## src/rtl/board_pkg.sv

```systemverilog
// Shared board constants and the scan FSM state type
// for the cell scanner and its output register.
package board_pkg;

  localparam int NCELLS_DEF = 9;
  localparam int WIDTH_DEF  = 8;
  localparam int IDXW_DEF   = 4;

  localparam logic [7:0] CELL_EMPTY = 8'h00;
  localparam logic [7:0] CELL_X     = 8'h01;
  localparam logic [7:0] CELL_O     = 8'h02;

  typedef enum logic [1:0] {
    ST_IDLE  = 2'd0,
    ST_SCAN  = 2'd1,
    ST_DRAIN = 2'd2
  } scan_state_e;

endpackage

```

## src/rtl/board_out_reg.sv

```systemverilog
// Single-stage valid/ready output register
// carrying cell word, index and last flag.
module board_out_reg
  import board_pkg::*;
#(
  parameter int WIDTH = WIDTH_DEF,
  parameter int IDXW  = IDXW_DEF
) (
  input  logic             clk,
  input  logic             rst_n,
  input  logic             clr_i,
  input  logic             load_i,
  input  logic [WIDTH-1:0] data_i,
  input  logic [IDXW-1:0]  index_i,
  input  logic             last_i,
  input  logic             ready_i,
  output logic [WIDTH-1:0] data_o,
  output logic [IDXW-1:0]  index_o,
  output logic             last_o,
  output logic             valid_o,
  output logic             can_load_o
);

  logic [WIDTH-1:0] data_q;
  logic [IDXW-1:0]  index_q;
  logic             last_q;
  logic             valid_q;

  assign can_load_o = !valid_q || ready_i;

  always_ff @(posedge clk or negedge rst_n) begin
    if (!rst_n) begin
      data_q  <= '0;
      index_q <= '0;
      last_q  <= 1'b0;
      valid_q <= 1'b0;
    end else if (clr_i) begin
      valid_q <= 1'b0;
    end else if (can_load_o) begin
      valid_q <= load_i;
      // payload only moves on a real load so rejected selects leave it intact
      if (load_i) begin
        data_q  <= data_i;
        index_q <= index_i;
        last_q  <= last_i;
      end
    end
  end

  assign data_o  = data_q;
  assign index_o = index_q;
  assign last_o  = last_q;
  assign valid_o = valid_q;

endmodule

```

## src/rtl/board_cell_scanner.sv

```systemverilog
// Registered board cell selector: direct requests
// or an automatic sweep, streamed out with index tags.
module board_cell_scanner
  import board_pkg::*;
#(
  parameter int NCELLS = NCELLS_DEF,
  parameter int WIDTH  = WIDTH_DEF,
  parameter int IDXW   = IDXW_DEF
) (
  input  logic                    clk,
  input  logic                    rst_n,
  input  logic [NCELLS*WIDTH-1:0] cells_in,
  input  logic [IDXW-1:0]         sel,
  input  logic                    sel_valid,
  output logic                    sel_ready,
  input  logic                    scan_start,
  input  logic                    scan_abort,
  output logic [WIDTH-1:0]        out_data,
  output logic [IDXW-1:0]         out_index,
  output logic                    out_last,
  output logic                    out_valid,
  input  logic                    out_ready,
  output logic                    scan_busy,
  output logic                    scan_done,
  output logic                    sel_err
);

  localparam logic [IDXW:0]   NC_W = (IDXW+1)'(NCELLS);
  localparam logic [IDXW-1:0] LAST_IDX = IDXW'(NCELLS-1);

  scan_state_e state_q, state_d;
  logic [IDXW-1:0] cnt_q, cnt_d;
  logic done_q, done_d;
  logic err_q, err_d;

  logic can_load, dir_acc, sel_ok;
  logic scan_issue, abort_act;
  logic ld, ld_last;
  logic [IDXW-1:0]  ld_idx;
  logic [WIDTH-1:0] ld_data;

  assign scan_busy = (state_q != ST_IDLE);
  assign sel_ready = !scan_busy && can_load;
  assign dir_acc   = sel_valid && sel_ready;
  assign sel_ok    = {1'b0, sel} < NC_W;
  assign abort_act = scan_abort && scan_busy;

  assign scan_issue = (state_q == ST_SCAN) && can_load && !scan_abort;
  assign ld      = (dir_acc && sel_ok) || scan_issue;
  assign ld_idx  = scan_issue ? cnt_q : sel;
  assign ld_last = scan_issue && (cnt_q == LAST_IDX);
  assign err_d   = dir_acc && !sel_ok;

  always_comb begin
    ld_data = '0;
    for (int k = 0; k < NCELLS; k++) begin
      if (ld_idx == IDXW'(k)) ld_data = cells_in[k*WIDTH +: WIDTH];
    end
  end

  always_comb begin
    state_d = state_q;
    cnt_d   = cnt_q;
    done_d  = 1'b0;
    unique case (state_q)
      ST_IDLE: begin
        // a direct beat accepted this cycle wins over a sweep start
        if (scan_start && !dir_acc) begin
          state_d = ST_SCAN;
          cnt_d   = '0;
        end
      end
      ST_SCAN: begin
        if (scan_abort) begin
          state_d = ST_IDLE;
          cnt_d   = '0;
        end else if (scan_issue) begin
          if (ld_last) begin
            state_d = ST_DRAIN;
            cnt_d   = '0;
          end else begin
            cnt_d = cnt_q + 1'b1;
          end
        end
      end
      ST_DRAIN: begin
        if (scan_abort) begin
          state_d = ST_IDLE;
          cnt_d   = '0;
        end else if (out_valid && out_ready && out_last) begin
          state_d = ST_IDLE;
          done_d  = 1'b1;
        end
      end
      default: begin
        state_d = ST_IDLE;
        cnt_d   = '0;
      end
    endcase
  end

  always_ff @(posedge clk or negedge rst_n) begin
    if (!rst_n) begin
      state_q <= ST_IDLE;
      cnt_q   <= '0;
      done_q  <= 1'b0;
      err_q   <= 1'b0;
    end else begin
      state_q <= state_d;
      cnt_q   <= cnt_d;
      done_q  <= done_d;
      err_q   <= err_d;
    end
  end

  assign scan_done = done_q;
  assign sel_err   = err_q;

  board_out_reg #(
    .WIDTH(WIDTH),
    .IDXW (IDXW)
  ) u_out (
    .clk       (clk),
    .rst_n     (rst_n),
    .clr_i     (abort_act),
    .load_i    (ld),
    .data_i    (ld_data),
    .index_i   (ld_idx),
    .last_i    (ld_last),
    .ready_i   (out_ready),
    .data_o    (out_data),
    .index_o   (out_index),
    .last_o    (out_last),
    .valid_o   (out_valid),
    .can_load_o(can_load)
  );

endmodule

```

## config.mk

```make
export PLATFORM = sky130hd
export DESIGN_NAME = board_cell_scanner
export DESIGN_NICKNAME = d
export VERILOG_FILES = /design/src/rtl/board_pkg.sv /design/src/rtl/board_out_reg.sv /design/src/rtl/board_cell_scanner.sv
export SDC_FILE = /design/constraint.sdc
export NUM_CORES = 1
export LEC_CHECK = 0
export ABC_AREA = 1
export CORE_UTILIZATION = 45
export DETAILED_ROUTE_END_ITERATION = 10
export DONT_BUFFER_PORTS = 1
export PLACE_DENSITY = 0.7
export SETUP_SLACK_MARGIN = 0.3
export SYNTH_ARGS = -nofsm -noshare
export SYNTH_HDL_FRONTEND = slang
export SYNTH_SLANG_ARGS = --single-unit
```

## constraint.sdc

```tcl
create_clock -name clk -period 1.9 [get_ports clk]
set_clock_uncertainty 0.2 [all_clocks]
set_input_delay 0.285 -clock clk [delete_from_list [all_inputs] [get_ports clk]]
set_output_delay 0.285 -clock clk [all_outputs]
set_load 0.005 [all_outputs]
```

==> flow_summary_export.csv, run 1 <==
group,metric,value,unit
logic_synthesis,syn_avg_cell_area,6.952,um^2
global_route,overflow,0,
power_and_ir_drop,p_switching,0.001392,W
logic_synthesis,synth.ff_latch_count,22,
critical_path,cp_slowest_cell,"dfrtp_1",
power_and_ir_drop,power_frac_clock,11.1,%
power_and_ir_drop,seqPwrFrac,25.0,%
drt,wl_met1,2547,um
global_route,grt_pass1_wl,8004,um
logic_synthesis,synthSimpleGateAreaFrac,52.49,%
drt,drt-wirelength-per-cell,16.54,um
logic_synthesis,synth_top_family_by_area,"simple AND/OR/NAND/NOR gates",
critical_path,critPathKind,"register to register",
drt,dr.pass1.iters,4,
timing,tightestPinTransition,0.9790,ns
place,post-dp-hpwl,4137,um
logic_synthesis,yosysSeqAreaShare,27.69,%
timing,fmax,466.8,MHz
place,dp.cells,355,
floorplanning,die_y,68.47,um
critical_path,startpoint_type,"register",
logic_synthesis,async_flop_share,100.0,%
timing,setup_tns,-2.784,ns
power_and_ir_drop,power_per_cell_area,1187,nW/um^2
global_route,first_global_vias,1663,
floorplanning,start_util,48.31,%
logic_synthesis,synth_mux_area_share,0,%
logic_synthesis,synthFlopType,"dfrtp_1",
critical_path,critPathMostFrequentCell,"nand2_1",
logic_synthesis,synth_edf_count,0,
drt,drt_wl_total,6253,um
critical_path,max_stage_delay,0.45,ns
floorplanning,core,4115,um^2
critical_path,r2r_slack,-0.24,ns
power_and_ir_drop,leakage,1.291,nW
clock_tree,cts_buffers,3,
clock_tree,cts_buffer_depth,2,
critical_path,r2r_end,"u_out.data_o[1]",
power_and_ir_drop,peakVddDrop,583.1,uV
status,status,"finished, violations left",
critical_path,worstPathMaxFanout,7,
global_route,antenna_found_initial,0,
timing,finalSetupViolations,19,
cells_and_area,stdcell_count,378,
critical_path,end_kind,"register",
timing,drv_slew,0,
drt,drc,0,
cells_and_area,utilization,61.99,%
clock_tree,clk-insertion-delay-late,0.26,ns
hold_path,min_path_cells,2,
clock_tree,clkTransAtPathRegs,0.08,ns
hold_path,hp-class,"primary input to register",
floorplanning,die_w,68.47,um
logic_synthesis,synth-compound-area-share,6.545,%
timing,finalWorstSetupSlack,-0.2423,ns
drt,dr_wl_met3,561,um
critical_path,critical-path-top-delay-family,"simple AND/OR/NAND/NOR gates",
cells_and_area,antenna_cells,0,
flow_run,maxCapViolCount,0,
status,violations,"negative hold slack, negative setup slack",
critical_path,cp_data_required_time,1.91,ns
timing,whs,-0.01418,ns
logic_synthesis,synth_fa_ha_area_share,1.259,%
logic_synthesis,synth.distinct_cells,33,
cells_and_area,nets,413,
critical_path,cp_cell_sequence,"nor2_4, nand3_4, nand2_2, nand2_4, buf_4, nor4_4, buf_4, nand2_1, nand4_1, nand2_1, nand2_1",
hold_path,min_to,"sel_err",
power_and_ir_drop,power.internal,0.001636,W
power_and_ir_drop,power_frac_comb,63.9,%
critical_path,reg2regPathDepth,11,
logic_synthesis,netlist_instances,286,
clock_tree,cts_hold_buf,3,
critical_path,rr_startpoint,"state_q[1]",
hold_path,hp-start,"sel_valid",
clock_tree,cts_tree,"built",
drt,viasPerCell,5.537,
drt,dr.first_iter.drc_count,66,
timing,min_period_over_period,112.8,%
timing,rsz0062_at_grt,"yes",
cells_and_area,drive_gt1_share,32.01,%
timing,layout_min_cycle_time,2.142,ns
global_route,grt_max_degree,26,
floorplanning,rows,23,
cells_and_area,stdcell_area,2551,um^2
clock_tree,htree_levels,1,
logic_synthesis,synthXorXnorAreaFrac,0,%
clock_tree,cts_sinks,22,
floorplanning,die_area,4688,um^2
cells_and_area,area_delta_synth_final,28.32,%
critical_path,worstPathArrival,2.15,ns
place,place_congestion,0.8186,
drt,wl_met2,2984,um
clock_tree,root_buffer,"clkbuf_8",
place,portBuffers,0,
timing,hold_violations,1,
logic_synthesis,syn_area,1988,um^2
drt,vias,2093,
global_route,grtUsageTotal,23.51,%
drt,top_layer,"met4",
power_and_ir_drop,switching_share,45.96,%
place,dpl-instance-area,2208,um^2
logic_synthesis,synth_nets,370,
critical_path,cp_num_buf_inv,2,
floorplanning,io_pins,100,
logic_synthesis,yosys_warnings,0,
timing,relSlewSlack,34.73,%
drt,ant_nets,0,
through the flow:
step | total power (W) | worst slack (ns)
after floorplan | 0.001800 | -0.03026
after detailed placement | 0.002253 | -0.1969
after global placement | 0.002232 | -0.1963
after CTS | 0.002746 | -0.1486
after global routing | 0.003245 | -0.3687
final | 0.003028 | -0.2423
worst max path at each step:
stage          cells after the start        from  slack (ns)               to
5_1_grt                           12  state_q[1]       -0.37  u_out.data_o[3]
4_1_cts                           13  state_q[1]       -0.15  u_out.data_o[7]
3_5_place_dp                      12  state_q[1]       -0.20  u_out.data_o[3]
3_3_place_gp                      12  state_q[1]       -0.20  u_out.data_o[3]
6_report                          11  state_q[1]       -0.24  u_out.data_o[1]
2_1_floorplan                     15  state_q[1]       -0.03  u_out.data_o[6]
sequential cells by signal, indices dropped and copies added, names as in the netlist:
signal / count
cnt_q: 4
scan_done: 1
sel_err: 1
state_q: 2
u_out.data_o: 8
u_out.index_o: 4
u_out.last_o: 1
u_out.valid_o: 1
synth_stat cells, types with 6 or more instances:
cell type / number / share of area (%)
o21ai_1: 6 / 1.5
nand3_1: 45 / 11
o21ai_0: 8 / 2.0
nand2_4: 6 / 3.4
nor2_4: 6 / 3.4
nor3_2: 6 / 3.0
nor2_1: 20 / 3.8
dfrtp_1: 22 / 28
nand2_1: 68 / 13
inv_1: 45 / 8.5
nand4_1: 9 / 2.8
power by group through the flow:
stage | combinational, W | sequential, W | clock [W]
floorplan | 0.00107 | 0.000734 | 0
global placement | 0.00147 | 0.000765 | 0
detailed placement | 0.00149 | 0.000767 | 0
CTS | 0.00165 | 0.000759 | 0.000341
global route | 0.00210 | 0.000779 | 0.000363
finish | 0.00193 | 0.000757 | 0.000337
worst reg2reg max path: stages, from the launching register on:
cell and delay, ns:
dfrtp_1 0.45, nor2_4 0.16, nand3_4 0.12, nand2_2 0.11, nand2_4 0.11, buf_4 0.16, nor4_4 0.28, buf_4 0.21
nand2_1 0.06, nand4_1 0.10, nand2_1 0.07, nand2_1 0.06
cell usage in the layout, fill, tap and decap left out, types with 2 or more instances in the layout:
cell type,synthesis,routed
o21ai_0,8,2
nand3_2,3,6
nor2_1,20,17
nand4_1,9,9
inv_1,45,41
o21ai_2,0,2
nor2_8,2,2
clkinvlp_4,0,2
nor3_1,5,3
dlygate4sd3_1,0,2
nor3_2,6,8
o211ai_1,2,2
buf_6,4,3
clkbuf_8,0,4
nand3_1,45,43
nand2_2,5,8
o21ai_1,6,10
a21oi_1,3,2
dfrtp_1,22,22
nand2_1,68,63
ha_1,2,2
nand3_4,2,2
buf_4,0,31
inv_2,3,6
nand2_4,6,8
buf_12,0,4
nor2_4,6,10
nor4_4,2,2
layout make-up:
cell class	count	area [um^2]
clock buffer	4	55.05
fill	364	1564
inverter	49	190.2
multi-input combinational	211	1306
sequential	22	550.5
tap	50	62.56
timing repair buffer	41	379.1
timing repair inverter	1	7.507
what timing repair did:
item / CTS / global route
resized for setup: 16 / 17
hold endpoints to repair: 25 / 1
gates cloned: 1 / 2
setup endpoints to repair: 21 / 44
pin swaps: 8 / 7
setup buffers: 6 / 7
layer usage:
layer / GRT usage [%] / vias up
met1: 31.70 / 954
met2: 36.64 / 103
li1: - / 1015
met3: 5.833 / 21
met5: 0 / -
met4: 7.292 / 0
cell families after synthesis:
| logic type | count (synthesis) |
|---|---|
| fa+ha+maj | 2 |
| buf+inv | 55 |
| simple gates | 184 |
| flops | 22 |
| compound gates | 23 |
Power figures use the tool's default switching activity.
==> run 2: changes to the inputs <==
--- a/config.mk
+++ b/config.mk
@@ -10,6 +10,7 @@
 export DETAILED_ROUTE_END_ITERATION = 10
 export DONT_BUFFER_PORTS = 1
 export PLACE_DENSITY = 0.7
+export RECOVER_POWER = 25
 export SETUP_SLACK_MARGIN = 0.3
 export SYNTH_ARGS = -nofsm -noshare
 export SYNTH_HDL_FRONTEND = slang
==> results of run 2 <==
No change in the layout: final DEF, timing and power equal those of run 1.
